[src/rtl/div_sched_pkg.sv]
// Shared types for the divider scheduler: FSM states, the divide-by-zero quotient
// and the response record.
package div_sched_pkg;

  // The response record is sized for the shipped configuration (4 requesters, 16-bit operands).
  localparam int RSP_WIDTH = 16;
  localparam int RSP_IDW   = 2;

  localparam logic [RSP_WIDTH-1:0] DZ_QUOTIENT = '1;

  typedef enum logic [1:0] {
    IDLE,
    LOAD,
    RUN,
    RESP
  } state_e;

  typedef struct packed {
    logic [RSP_IDW-1:0]   id;
    logic [RSP_WIDTH-1:0] quotient;
    logic [RSP_WIDTH-1:0] remainder;
    logic                 dz;
    logic                 timeout;
  } rsp_t;

endpackage

[src/rtl/div_sched_ctrl_rr_arbiter.sv]
// Combinational round-robin pick: first asserted request at or after ptr, wrapping.
module rr_arbiter
  import div_sched_pkg::*;
#(
  parameter int NREQ = 4,
  parameter int IDW  = $clog2(NREQ)
) (
  input  logic [NREQ-1:0] req,
  input  logic [IDW-1:0]  ptr,
  output logic [NREQ-1:0] gnt,
  output logic [IDW-1:0]  gnt_idx,
  output logic            any
);

  always_comb begin
    int j;
    gnt     = '0;
    gnt_idx = '0;
    any     = 1'b0;
    j       = 0;
    for (int i = 0; i < NREQ; i++) begin
      j = int'(ptr) + i;
      if (j >= NREQ) j = j - NREQ;
      if (!any && req[j]) begin
        any     = 1'b1;
        gnt[j]  = 1'b1;
        gnt_idx = IDW'(j);
      end
    end
  end

endmodule

[src/rtl/div_sched_ctrl.sv]
// Shares one divider among NREQ requesters with round-robin arbitration and a tagged response.
// Optional RUN-state watchdog enabled by defining DIV_TIMEOUT_EN.
//
// state | meaning
// IDLE  | arbitrate; accept one request, latch operands and id
// LOAD  | one-cycle div_load pulse
// RUN   | div_enable held until div_done (or watchdog expiry)
// RESP  | rsp_valid held with stable payload until rsp_ready
module div_sched_ctrl
  import div_sched_pkg::*;
#(
  parameter int NREQ    = 4,
  parameter int WIDTH   = 16,
  parameter int IDW     = $clog2(NREQ),
  parameter int TIMEOUT = 64
) (
  input  logic                  clk,
  input  logic                  rst,
  input  logic [NREQ-1:0]       req_valid,
  output logic [NREQ-1:0]       req_ready,
  input  logic [NREQ*WIDTH-1:0] req_dividend,
  input  logic [NREQ*WIDTH-1:0] req_divisor,
  output logic                  rsp_valid,
  input  logic                  rsp_ready,
  output logic [IDW-1:0]        rsp_id,
  output logic [WIDTH-1:0]      rsp_quotient,
  output logic [WIDTH-1:0]      rsp_remainder,
  output logic                  rsp_dz,
  output logic                  rsp_timeout,
  output logic                  div_load,
  output logic                  div_enable,
  output logic [WIDTH-1:0]      div_dividend,
  output logic [WIDTH-1:0]      div_divisor,
  input  logic [WIDTH-1:0]      div_quotient,
  input  logic [WIDTH-1:0]      div_remainder,
  input  logic                  div_done,
  output logic                  sched_busy
);

  if (NREQ < 2 || WIDTH != RSP_WIDTH || IDW != RSP_IDW || TIMEOUT < 1) begin : g_param_err
    $error("div_sched_ctrl: parameters do not match the div_sched_pkg response record");
  end

  state_e           state, state_n;
  logic [IDW-1:0]   ptr, gnt_idx;
  logic [NREQ-1:0]  gnt;
  logic             any, accept, run_tmo;
  logic [WIDTH-1:0] sel_dividend, sel_divisor;
  logic [WIDTH-1:0] op_dividend, op_divisor;
  rsp_t             rsp_q;

  rr_arbiter #(.NREQ(NREQ), .IDW(IDW)) u_arb (
    .req     (req_valid),
    .ptr     (ptr),
    .gnt     (gnt),
    .gnt_idx (gnt_idx),
    .any     (any)
  );

  assign accept       = (state == IDLE) && any;
  assign sel_dividend = req_dividend[int'(gnt_idx)*WIDTH +: WIDTH];
  assign sel_divisor  = req_divisor[int'(gnt_idx)*WIDTH +: WIDTH];

`ifdef DIV_TIMEOUT_EN
  localparam int TCW = $clog2(TIMEOUT + 1);
  logic [TCW-1:0] tmo_cnt;

  // Loaded during LOAD so RUN lasts exactly TIMEOUT cycles before expiry.
  always_ff @(posedge clk or negedge rst) begin
    if (!rst) begin
      tmo_cnt <= '0;
    end else if (state == LOAD) begin
      tmo_cnt <= TCW'(TIMEOUT - 1);
    end else if (state == RUN && tmo_cnt != '0) begin
      tmo_cnt <= tmo_cnt - 1'b1;
    end
  end

  assign run_tmo = (state == RUN) && !div_done && (tmo_cnt == '0);
`else
  assign run_tmo = 1'b0;
`endif

  always_ff @(posedge clk or negedge rst) begin
    if (!rst) state <= IDLE;
    else      state <= state_n;
  end

  always_comb begin
    state_n = state;
    case (state)
      IDLE: if (accept) state_n = (sel_divisor == '0) ? RESP : LOAD;
      LOAD: state_n = RUN;
      RUN:  if (div_done || run_tmo) state_n = RESP;
      RESP: if (rsp_ready) state_n = IDLE;
      default: state_n = IDLE;
    endcase
  end

  always_ff @(posedge clk or negedge rst) begin
    if (!rst) begin
      ptr         <= '0;
      op_dividend <= '0;
      op_divisor  <= '0;
      rsp_q       <= '0;
    end else begin
      if (accept) begin
        ptr         <= (gnt_idx == IDW'(NREQ - 1)) ? '0 : gnt_idx + 1'b1;
        op_dividend <= sel_dividend;
        op_divisor  <= sel_divisor;
        rsp_q.id    <= gnt_idx;
        // Divide-by-zero is answered directly without involving the divider.
        if (sel_divisor == '0) begin
          rsp_q.quotient  <= DZ_QUOTIENT;
          rsp_q.remainder <= sel_dividend;
          rsp_q.dz        <= 1'b1;
        end
      end
      if (state == RUN) begin
        if (div_done) begin
          rsp_q.quotient  <= div_quotient;
          rsp_q.remainder <= div_remainder;
        end else if (run_tmo) begin
          rsp_q.quotient  <= '0;
          rsp_q.remainder <= '0;
          rsp_q.timeout   <= 1'b1;
        end
      end
      if (state == RESP && rsp_ready) begin
        rsp_q.dz      <= 1'b0;
        rsp_q.timeout <= 1'b0;
      end
    end
  end

  assign req_ready     = (state == IDLE) ? gnt : '0;
  assign div_load      = (state == LOAD);
  assign div_enable    = (state == RUN);
  assign rsp_valid     = (state == RESP);
  assign sched_busy    = (state != IDLE);
  assign div_dividend  = op_dividend;
  assign div_divisor   = op_divisor;
  assign rsp_id        = rsp_q.id;
  assign rsp_quotient  = rsp_q.quotient;
  assign rsp_remainder = rsp_q.remainder;
  assign rsp_dz        = rsp_q.dz;
  assign rsp_timeout   = rsp_q.timeout;

endmodule

[config.mk]
export PLATFORM = sky130hd
export DESIGN_NAME = div_sched_ctrl
export DESIGN_NICKNAME = d
export VERILOG_FILES = /design/src/rtl/div_sched_pkg.sv /design/src/rtl/div_sched_ctrl_rr_arbiter.sv /design/src/rtl/div_sched_ctrl.sv
export SDC_FILE = /design/constraint.sdc
export NUM_CORES = 1
export LEC_CHECK = 0
export CAP_MARGIN = 40
export CORE_UTILIZATION = 43
export DETAILED_ROUTE_END_ITERATION = 8
export DONT_BUFFER_PORTS = 1
export PLACE_DENSITY = 0.65
export SLEW_MARGIN = 10
export SYNTH_ARGS = -nofsm -noshare
export SYNTH_HDL_FRONTEND = slang
export SYNTH_SLANG_ARGS = --single-unit
[constraint.sdc]
create_clock -name clk -period 3.82 [get_ports clk]
set_input_delay 0.764 -clock clk [delete_from_list [all_inputs] [get_ports clk]]
set_output_delay 0.764 -clock clk [all_outputs]
set_load 0.1 [all_outputs]
==> results of run 1 <==
cell usage after synthesis (2+ instances only):
cell type  number
clkbuf_1       27
mux2_2         16
o21ai_0        43
buf_2           9
a221oi_1        4
nor2b_1         2
a22oi_1         5
nand2_1        86
or2_2           2
dfrtp_1        71
ha_1            8
nor4_1          5
a21oi_1        20
mux4_2         18
or3_1          16
inv_1           7
mux2i_1        21
a31oi_1        16
nor3_1          2
o21ai_1         9
nor2_1         62
nand2b_1        4
nand3_1         2
timing repair:
item,CTS,global route
buffers inserted,6,3
pin swaps,5,25
setup endpoints to repair,33,35
gates cloned,3,3
resized for setup,11,50
state kept, by name (all words and copies together), names as in the netlist:
| signal | count |
|---|---|
| rsp_quotient | 16 |
| rsp_id | 2 |
| ptr | 2 |
| rsp_remainder | 16 |
| div_dividend | 16 |
| div_divisor | 16 |
| rsp_dz | 1 |
| state | 2 |
area by class of cell:
cell class / count / area [µm²] / share of cell area (%)
flip-flops and latches: 71 / 1780 / 26.5
clock buffers: 10 / 128 / 1.91
clock inverters: 6 / 68.8 / 1.03
repair buffers: 122 / 1920 / 28.7
multi-input cells: 359 / 2610 / 38.9
inverters: 7 / 31.3 / 0.467
well taps: 133 / 166 / 2.48
worst max-delay path by stage:
| stage | start | cells past startpoint | slack [ps] | end |
|---|---|---|---|---|
| after floorplan | ptr[0] | 15 | -160 | rsp_remainder[10] |
| after global placement | ptr[0] | 13 | -70 | rsp_remainder[11] |
| after detailed placement | ptr[0] | 13 | -100 | rsp_remainder[8] |
| after CTS | ptr[0] | 15 | -20 | rsp_remainder[8] |
| after global routing | ptr[0] | 16 | -180 | rsp_quotient[12] |
| final | ptr[0] | 16 | -60 | rsp_quotient[12] |
per-stage QoR:
stage	TNS, ps	worst slack, ps	util, %
6_report	-225	-62.4	68.9
5_1_grt	-3790	-183	68.9
4_1_cts	-31.0	-15.0	63.7
3_5_place_dp	-908	-98.7	59.9
3_3_place_gp	-375	-65.0	46.8
2_1_floorplan	-1960	-164	-
per-layer routing:
layer	part of all wire, %	vias to the layer above	track usage [%]
li1	-	1869	-
met1	38	1949	32.0
met2	52	225	43.8
met3	8.3	29	6.84
met4	1.9	0	5.71
met5	0	-	0
cells in the final DEF (no fill, tap or decap), types with 8 or more instances in the layout:
cell and n:
mux2_2 16, mux4_2 18, a31oi_1 13, dfrtp_1 71, mux2i_1 21, a21oi_2 8
clkbuf_8 9, o21ai_1 15, nand2_1 86, buf_16 50, buf_1 30, nor2_1 58
o21ai_0 34, buf_4 25, or3_1 14
cell families after synthesis:
family,after synthesis,share of synthesized area (%)
other,1,0.0871
DFF,71,41.3
muxes,55,18.5
buffers and inverters,46,4.53
and+or+nand+nor,187,18.7
adders and majority gates,8,2.32
xor gates and xnor gates,1,0.203
AOI/OAI and AO/OA,107,14.4
==> flow_metrics.env, run 1 <==
export IMPL_overflow=0
export IMPL_critPathMaxFanout=8
export IMPL_fin_area_um2=6700
export IMPL_placed_cell_area_um2=5830
export IMPL_final_cells=708
export IMPL_drt_iter0_markers=193
export IMPL_cts_sinks=71
export IMPL_ctsHoldBuffers=0
export IMPL_std_cell_rows=36
export IMPL_drtPass1Iterations=5
export IMPL_post_route_period_util_pct=102
export IMPL_cpLargestDelayFamily="multiplexers"
export IMPL_synth_distinct_cells=44
export IMPL_timing_rr_end="rsp_quotient[12]"
export IMPL_rsz0062_at_grt="true"
export IMPL_area_growth_pct=55.6
export IMPL_port_buffers=0
export IMPL_clk_latency_ps=340
export IMPL_synth_top_area_cell="dfrtp_1"
export IMPL_drc=0
export IMPL_syn_avg_cell_area_um2=9.04
export IMPL_fin_ws_ps=-62.4
export IMPL_routed_wirelength_um=14500
export IMPL_crit_path_end_kind="flip-flop"
export IMPL_initial_core_util_pct=44.3
export IMPL_routedWlPerCell_um=20.5
export IMPL_ys_warn_count=0
export IMPL_crit_path_top_delay_cell="mux4_2"
export IMPL_crit_chain="inv_6 > ha_4 > mux4_2 > nor2b_4 > nor2_4 > o21ai_4 > buf_6 > buf_16 > mux4_2 > nor4_4 > nand4_1 > buf_6 > clkbuf_16 > nand2b_4 > clkbuf_16 > a21oi_2"
export IMPL_fin_nets=746
export IMPL_ys_seq_elements=71
export IMPL_cts_buffers=9
export IMPL_grt_pass1_wl_um=19800
export IMPL_route_vias_total=4072
export IMPL_first_global_vias=3732
export IMPL_yosysTopAreaCellShare_pct=41.3
export IMPL_rrSetupSlack_ps=-60
export IMPL_cts_clk_slew_worst_paths_ps=90
export IMPL_r2r_start="ptr[0]"
export IMPL_seq_area_frac_synth_pct=41.3
export IMPL_ctsHtreeMaxLevel=3
export IMPL_synth_edff_count=0
export IMPL_cts_root_buf="clkbuf_8"
export IMPL_cts_tree="built"
export IMPL_grt_start_max_net_pins=72
export IMPL_finClkSkew_ps=10.4
export IMPL_cts_buffer_depth=2
export IMPL_max_stage_delay_ps=550
export IMPL_core_area_um2=9730
export IMPL_finalSetupViolations=11
export IMPL_dpl_hpwl_um=10100
export IMPL_place_inst=666
export IMPL_min_period_ps=3880
export IMPL_globalplace_congestion=0.896
export IMPL_synth_area_um2=4310
export IMPL_whs_ps=102
export IMPL_worst_pin_slew_ps=930
export IMPL_yosys_most_used_dff="dfrtp_1"
export IMPL_start_kind="flip-flop"
export IMPL_max_cap_violations=0
export IMPL_vias_per_cell=5.75
export IMPL_dieArea_um2=10400
export IMPL_r2r_cells=16
export IMPL_worst_ep_arrival_time_ps=4150
export IMPL_synth_cells=476
export IMPL_synthesis_nets=652
export IMPL_diodes=0
export IMPL_fmax_ghz=0.258
export IMPL_n_fill_cell=700
export IMPL_grt_use_total_pct=25.5
export IMPL_drive_gt1_share_pct=31.5
export IMPL_status="finished with violations"
export IMPL_violations="negative setup slack"
export IMPL_grt_antenna_before_repair=0
export IMPL_synth_area_top_cells="dfrtp_1 41%, mux4_2 9.4%, nand2_1 7.5%"
export IMPL_io_pins=244
export IMPL_critical_path_buf_inv_count=6
export IMPL_synthArstFlopShare_pct=100
export IMPL_hold_violations=0
export IMPL_cp_required_ps=4080
export IMPL_path_class="reg -> reg"
export IMPL_hp_class="in -> async"
export IMPL_die_h_um=102
export IMPL_antenna_left=0
export IMPL_drv_slew=0
export IMPL_max_slew_margin_pct=38.0
export IMPL_die_w_um=102
Power of run 1 is left out: the tool's default activity adds up to more than one toggle a clock period on the data nets, which glitch-free logic cannot reach.
==> run 2: changes to the inputs <==
--- a/config.mk
+++ b/config.mk
@@ -5,6 +5,7 @@
 export SDC_FILE = /design/constraint.sdc
 export NUM_CORES = 1
 export LEC_CHECK = 0
+export ABC_AREA = 1
 export CAP_MARGIN = 40
 export CORE_UTILIZATION = 43
 export DETAILED_ROUTE_END_ITERATION = 8
==> run 2 against run 1 <==
The flow finishes with violations (design-rule violations); critical path depth increased by 5; hold slack improved by 21 ps; fmax increased by 12%; first-iteration DRC count increased by 120%; core utilization decreased by 7.3 points; area after synthesis increased by 19%; synthesized cell count increased by 57%; cell area increased by 5.8%; highest routed layer unchanged.
==> flow_metrics.env, run 2 <==
export IMPL_status="finished with violations"
export IMPL_violations="design-rule violations"
export IMPL_yosysMostFrequentCell="nand2_1"
export IMPL_grtUsageMet3_pct=5.41
export IMPL_worst_ep_arrival_time_ps=3700
export IMPL_std_cell_rows=39
export IMPL_die_w_um=111
export IMPL_synth_top_family_by_area="simple AND/OR/NAND/NOR gates"
export IMPL_grt_start_max_net_pins=72
export IMPL_synth_compound_area_share_pct=11.5
export IMPL_routed_wirelength_um=17000
export IMPL_fin_ws_ps=346
export IMPL_dp_slack_ps=348
export IMPL_area_growth_pct=37.9
export IMPL_path_class="reg -> reg"
export IMPL_ctsHoldBuffers=0
export IMPL_min_period_ps=3470
export IMPL_max_cap_violations=0
export IMPL_die_h_um=111
export IMPL_dpl_hpwl_um=12100
export IMPL_fin_nets=995
export IMPL_synth_area_top_cells="dfrtp_1 35%, nand2_1 19%, nand3_1 6.3%"
export IMPL_clk_latency_ps=330
export IMPL_post_route_period_util_pct=91.0
export IMPL_hp_class="in -> async"
export IMPL_finClkSkew_ps=4.85
export IMPL_core_area_um2=11500
export IMPL_globalplace_congestion=0.865
export IMPL_io_pins=244
export IMPL_busiest_layer="met2"
export IMPL_syn_avg_cell_area_um2=6.88
export IMPL_synth_cells=747
export IMPL_crit_path_end_kind="flip-flop"
export IMPL_final_cell_mix="261 x nand2_1, 71 x dfrtp_1, 65 x nand3_1"
export IMPL_gr_usage_met2_pct=45.8
export IMPL_synthArstFlopShare_pct=100
export IMPL_ys_top_cells_by_count="262 x nand2_1, 71 x dfrtp_1, 65 x nand3_1"
export IMPL_worst_pin_slew_ps=922
export IMPL_cts_tree="built"
export IMPL_critPathMaxFanout=44
export IMPL_synth_distinct_cells=34
export IMPL_grt_use_total_pct=26.5
export IMPL_ys_seq_elements=71
export IMPL_drv_slew=0
export IMPL_cp_required_ps=4040
export IMPL_rrSetupSlack_ps=350
export IMPL_ctsHtreeMaxLevel=3
export IMPL_synth_edff_count=0
export IMPL_drt_iter0_markers=418
export IMPL_grt_pass1_wl_um=26200
export IMPL_synth_xor_area_share_pct=0
export IMPL_drc=26
export IMPL_layout_commonest_cell="nand2_1"
export IMPL_cts_clk_slew_worst_paths_ps=60
export IMPL_post_cts_resized=0
export IMPL_rsz0062_at_grt="false"
export IMPL_cts_sinks=71
export IMPL_postCtsSetupBuffers=0
export IMPL_overflow=0
export IMPL_ys_warn_count=0
export IMPL_synthesis_nets=923
export IMPL_dieArea_um2=12400
export IMPL_grt_util_met1_pct=33.5
export IMPL_initial_core_util_pct=44.6
export IMPL_fmax_ghz=0.288
export IMPL_finalSetupViolations=0
export IMPL_first_global_vias=5066
export IMPL_final_util_pct=61.5
export IMPL_drive_gt1_share_pct=17.7
export IMPL_synth_fa_ha_area_share_pct=1.95
export IMPL_synth_area_mux_share_pct=0
export IMPL_setup_tns_ps=0
export IMPL_cts_root_buf="clkbuf_16"
export IMPL_vias_per_cell=5.65
export IMPL_synthSimpleGateAreaFrac_pct=42.3
export IMPL_antenna_left=0
export IMPL_placed_cell_area_um2=6530
export IMPL_port_buffers=0
export IMPL_drtPass1Iterations=7
export IMPL_fin_area_um2=7090
export IMPL_cts_buffer_depth=2
export IMPL_grt_antenna_before_repair=1
export IMPL_seq_area_frac_synth_pct=34.6
export IMPL_route_vias_total=5462
export IMPL_synth_top_area_cell="dfrtp_1"
export IMPL_r2r_start="ptr[1]"
export IMPL_max_slew_margin_pct=38.5
export IMPL_routedWlPerCell_um=17.6
export IMPL_cts_buffers=9
export IMPL_hold_violations=0
export IMPL_r2r_cells=21
export IMPL_critPathLaunch="ptr[1]"
export IMPL_synth_area_um2=5140
export IMPL_start_kind="flip-flop"
export IMPL_yosysTopAreaCellShare_pct=34.6
export IMPL_yosys_most_used_dff="dfrtp_1"
-- run 2: stage by stage --
stage               hold WS (ps)  std cells
floorplan                    468        747
global placement             470        858
detailed placement           470        936
CTS                          118        951
global route                 112        967
finish                       123        967
-- run 2: cells by family after synthesis --
family,after synthesis
buffers and inverters,100
flip-flops,71
other,1
AND/OR/NAND/NOR,463
AO/OA/AOI/OAI,104
adder cells (fa/ha/maj),8
-- run 2: final timing paths --
check,to
worst max-delay path,rsp_remainder[5]
worst min-delay path,div_dividend[0]
worst max register to register,rsp_remainder[5]
worst min register to register,rsp_id[1]
max in group asynchronous,state[0]
min in group clk,rsp_dz
-- run 2: layout make-up --
type / instances / area (µm²)
fill: 996 / 4430
tap: 143 / 179
antenna: 1 / 2.50
clock inverter: 6 / 86.3
multi-input combinational: 576 / 2870
timing repair buffer: 110 / 1750
inverter: 51 / 196
sequential: 71 / 1780
clock buffer: 9 / 225
-- run 2: worst max-delay path: stages, from the launching register on --
cell     delay, ps
dfrtp_1        460
inv_2          110
ha_1           450
inv_2          110
nand2_2         80
nand2_2        100
nor2_8         150
nand2_2         80
nor2_4         100
nand2_2         70
nand2_4        380
nand3_1        130
nand2_1        130
and2_1         130
nand2_1         40
nor2_1         120
nand3_2         80
buf_4          300
nand2_1        110
nand3_1         70
nand2_1         80
inv_1           40
-- run 2: metal layers --
| layer | wire, µm | vias to the layer above |
|---|---|---|
| li1 | - | 2597 |
| met1 | 6850 | 2605 |
| met2 | 8630 | 226 |
| met3 | 1130 | 34 |
| met4 | 395 | 0 |
| met5 | 0 | - |
Power of run 2 is left out for the same reason.
==> run 3: changes to the inputs <==
--- a/config.mk
+++ b/config.mk
@@ -10,6 +10,7 @@
 export CORE_UTILIZATION = 43
 export DETAILED_ROUTE_END_ITERATION = 8
 export DONT_BUFFER_PORTS = 1
+export GPL_TIMING_DRIVEN = 0
 export PLACE_DENSITY = 0.65
 export SLEW_MARGIN = 10
 export SYNTH_ARGS = -nofsm -noshare
==> run 3 against run 2 <==
The run still ends with design-rule violations left; register-to-register slack is essentially flat; die area unchanged; routed wire length rose by 12%; via count grew 5.5%; critical path depth down 10; critical path type is now reg -> out; largest cell class unchanged.
==> flow_metrics.env, run 3 (synthesis results as in run 2) <==
export IMPL_status="finished with violations"
export IMPL_violations="design-rule violations"
export IMPL_r2r_start="ptr[0]"
export IMPL_critPathMaxFanout=9
export IMPL_drc=26
export IMPL_first_global_vias=5525
export IMPL_whs_ps=118
export IMPL_globalplace_congestion=0.917
export IMPL_io_pins=244
export IMPL_ctsHtreeMaxLevel=3
export IMPL_diodes=0
export IMPL_die_w_um=111
export IMPL_die_h_um=111
export IMPL_cts_sinks=71
export IMPL_cp_required_ps=3060
export IMPL_grt_pass1_wl_um=28900
export IMPL_ff_latch_area_um2=1780
export IMPL_hp_class="in -> async"
export IMPL_n_fill_cell=939
export IMPL_multiInputGateArea_um2=2870
export IMPL_routedWlPerCell_um=19.0
export IMPL_dpl_hpwl_um=14200
export IMPL_final_cell_mix="262 x nand2_1, 70 x dfrtp_1, 65 x nand3_1"
export IMPL_worst_pin_slew_ps=916
export IMPL_fmax_ghz=0.281
export IMPL_drt_iter0_markers=466
export IMPL_drv_slew=0
export IMPL_worst_ep_arrival_time_ps=2800
export IMPL_port_buffers=0
export IMPL_route_vias_total=5760
export IMPL_drtPass1Iterations=7
export IMPL_path_class="reg -> out"
export IMPL_start_kind="flip-flop"
export IMPL_fin_ws_ps=260
export IMPL_vias_per_cell=5.75
export IMPL_hold_violations=0
export IMPL_layout_commonest_cell="nand2_1"
export IMPL_dieArea_um2=12400
export IMPL_area_growth_pct=43.3
export IMPL_postCtsSetupBuffers=0
export IMPL_antenna_left=0
export IMPL_crit_path_end_kind="output port"
export IMPL_grt_use_total_pct=30.0
export IMPL_core_area_um2=11500
export IMPL_finalSetupViolations=0
export IMPL_critPathLaunch="ptr[0]"
export IMPL_overflow=0
export IMPL_cts_tree="built"
export IMPL_cts_buffer_depth=2
export IMPL_finClkSkew_ps=5.40
export IMPL_post_route_period_util_pct=93.2
export IMPL_drive_gt1_share_pct=19.0
export IMPL_dp_slack_ps=308
export IMPL_fin_nets=1030
export IMPL_max_slew_margin_pct=38.9
export IMPL_clk_latency_ps=340
export IMPL_min_period_ps=3560
export IMPL_cts_buffers=9
export IMPL_routed_wirelength_um=19000
export IMPL_max_cap_violations=0
export IMPL_cts_clk_slew_worst_paths_ps=60
export IMPL_grt_start_max_net_pins=72
export IMPL_cts_root_buf="clkbuf_16"
export IMPL_grt_antenna_before_repair=0
export IMPL_initial_core_util_pct=44.6
export IMPL_std_cell_rows=39
run 3: timing repair:
| item | CTS | global route |
|---|---|---|
| hold buffers | 0 | 0 |
| endpoints found under the setup margin | 0 | 13 |
| resized for setup | 0 | 5 |
run 3: worst paths after layout:
kind | slack (ps) | end | cells past startpoint
worst min register to register | 600 | div_dividend[5] | 2
min in group clk | 530 | rsp_dz | 1
worst max register to register | 340 | rsp_remainder[11] | 23
worst max-delay path | 260 | req_ready[1] | 11
worst min-delay path | 120 | rsp_quotient[2] | 0
max in group asynchronous | 3550 | ptr[1] | 0
run 3: layout make-up:
cell class              count  share of cell area, %
multi-input cells         576                   39.0
clock buffers               9                   3.06
inverters                  51                   2.67
clock inverters             6                   1.17
plain buffers              49                   4.03
flip-flops and latches     71                   24.2
repair buffers             96                   23.4
well taps                 143                   2.43
run 3: critical path, stage by stage (launching register included):
cell	delay [ps]
dfrtp_1	390
buf_6	160
inv_6	60
ha_2	410
inv_2	90
nand2_2	70
nand2_2	100
nor2_8	150
nand2_1	120
o221ai_1	210
nand2_1	70
inv_1	620
run 3: metrics by stage:
step	area [µm²]	setup TNS, ps	instances	util [%]
2_1_floorplan	5140	0	747	-
3_3_place_gp	5320	0	890	46.2
3_5_place_dp	6810	0	976	59.2
4_1_cts	7130	0	991	61.9
5_1_grt	7360	-3.09	1001	63.9
6_report	7360	0	1001	63.9
run 3: metal layers:
| metal | vias up | part of all wire, % | wire length (µm) | GRT usage, % |
|---|---|---|---|---|
| met5 | - | 0 | 0 | 0 |
| met4 | 0 | 3.1 | 598 | 12.7 |
| met3 | 57 | 7.4 | 1410 | 7.49 |
| met2 | 288 | 50 | 9510 | 49.7 |
| met1 | 2740 | 39 | 7470 | 37.1 |
| li1 | 2675 | - | - | - |
Power of run 3 is left out for the same reason.
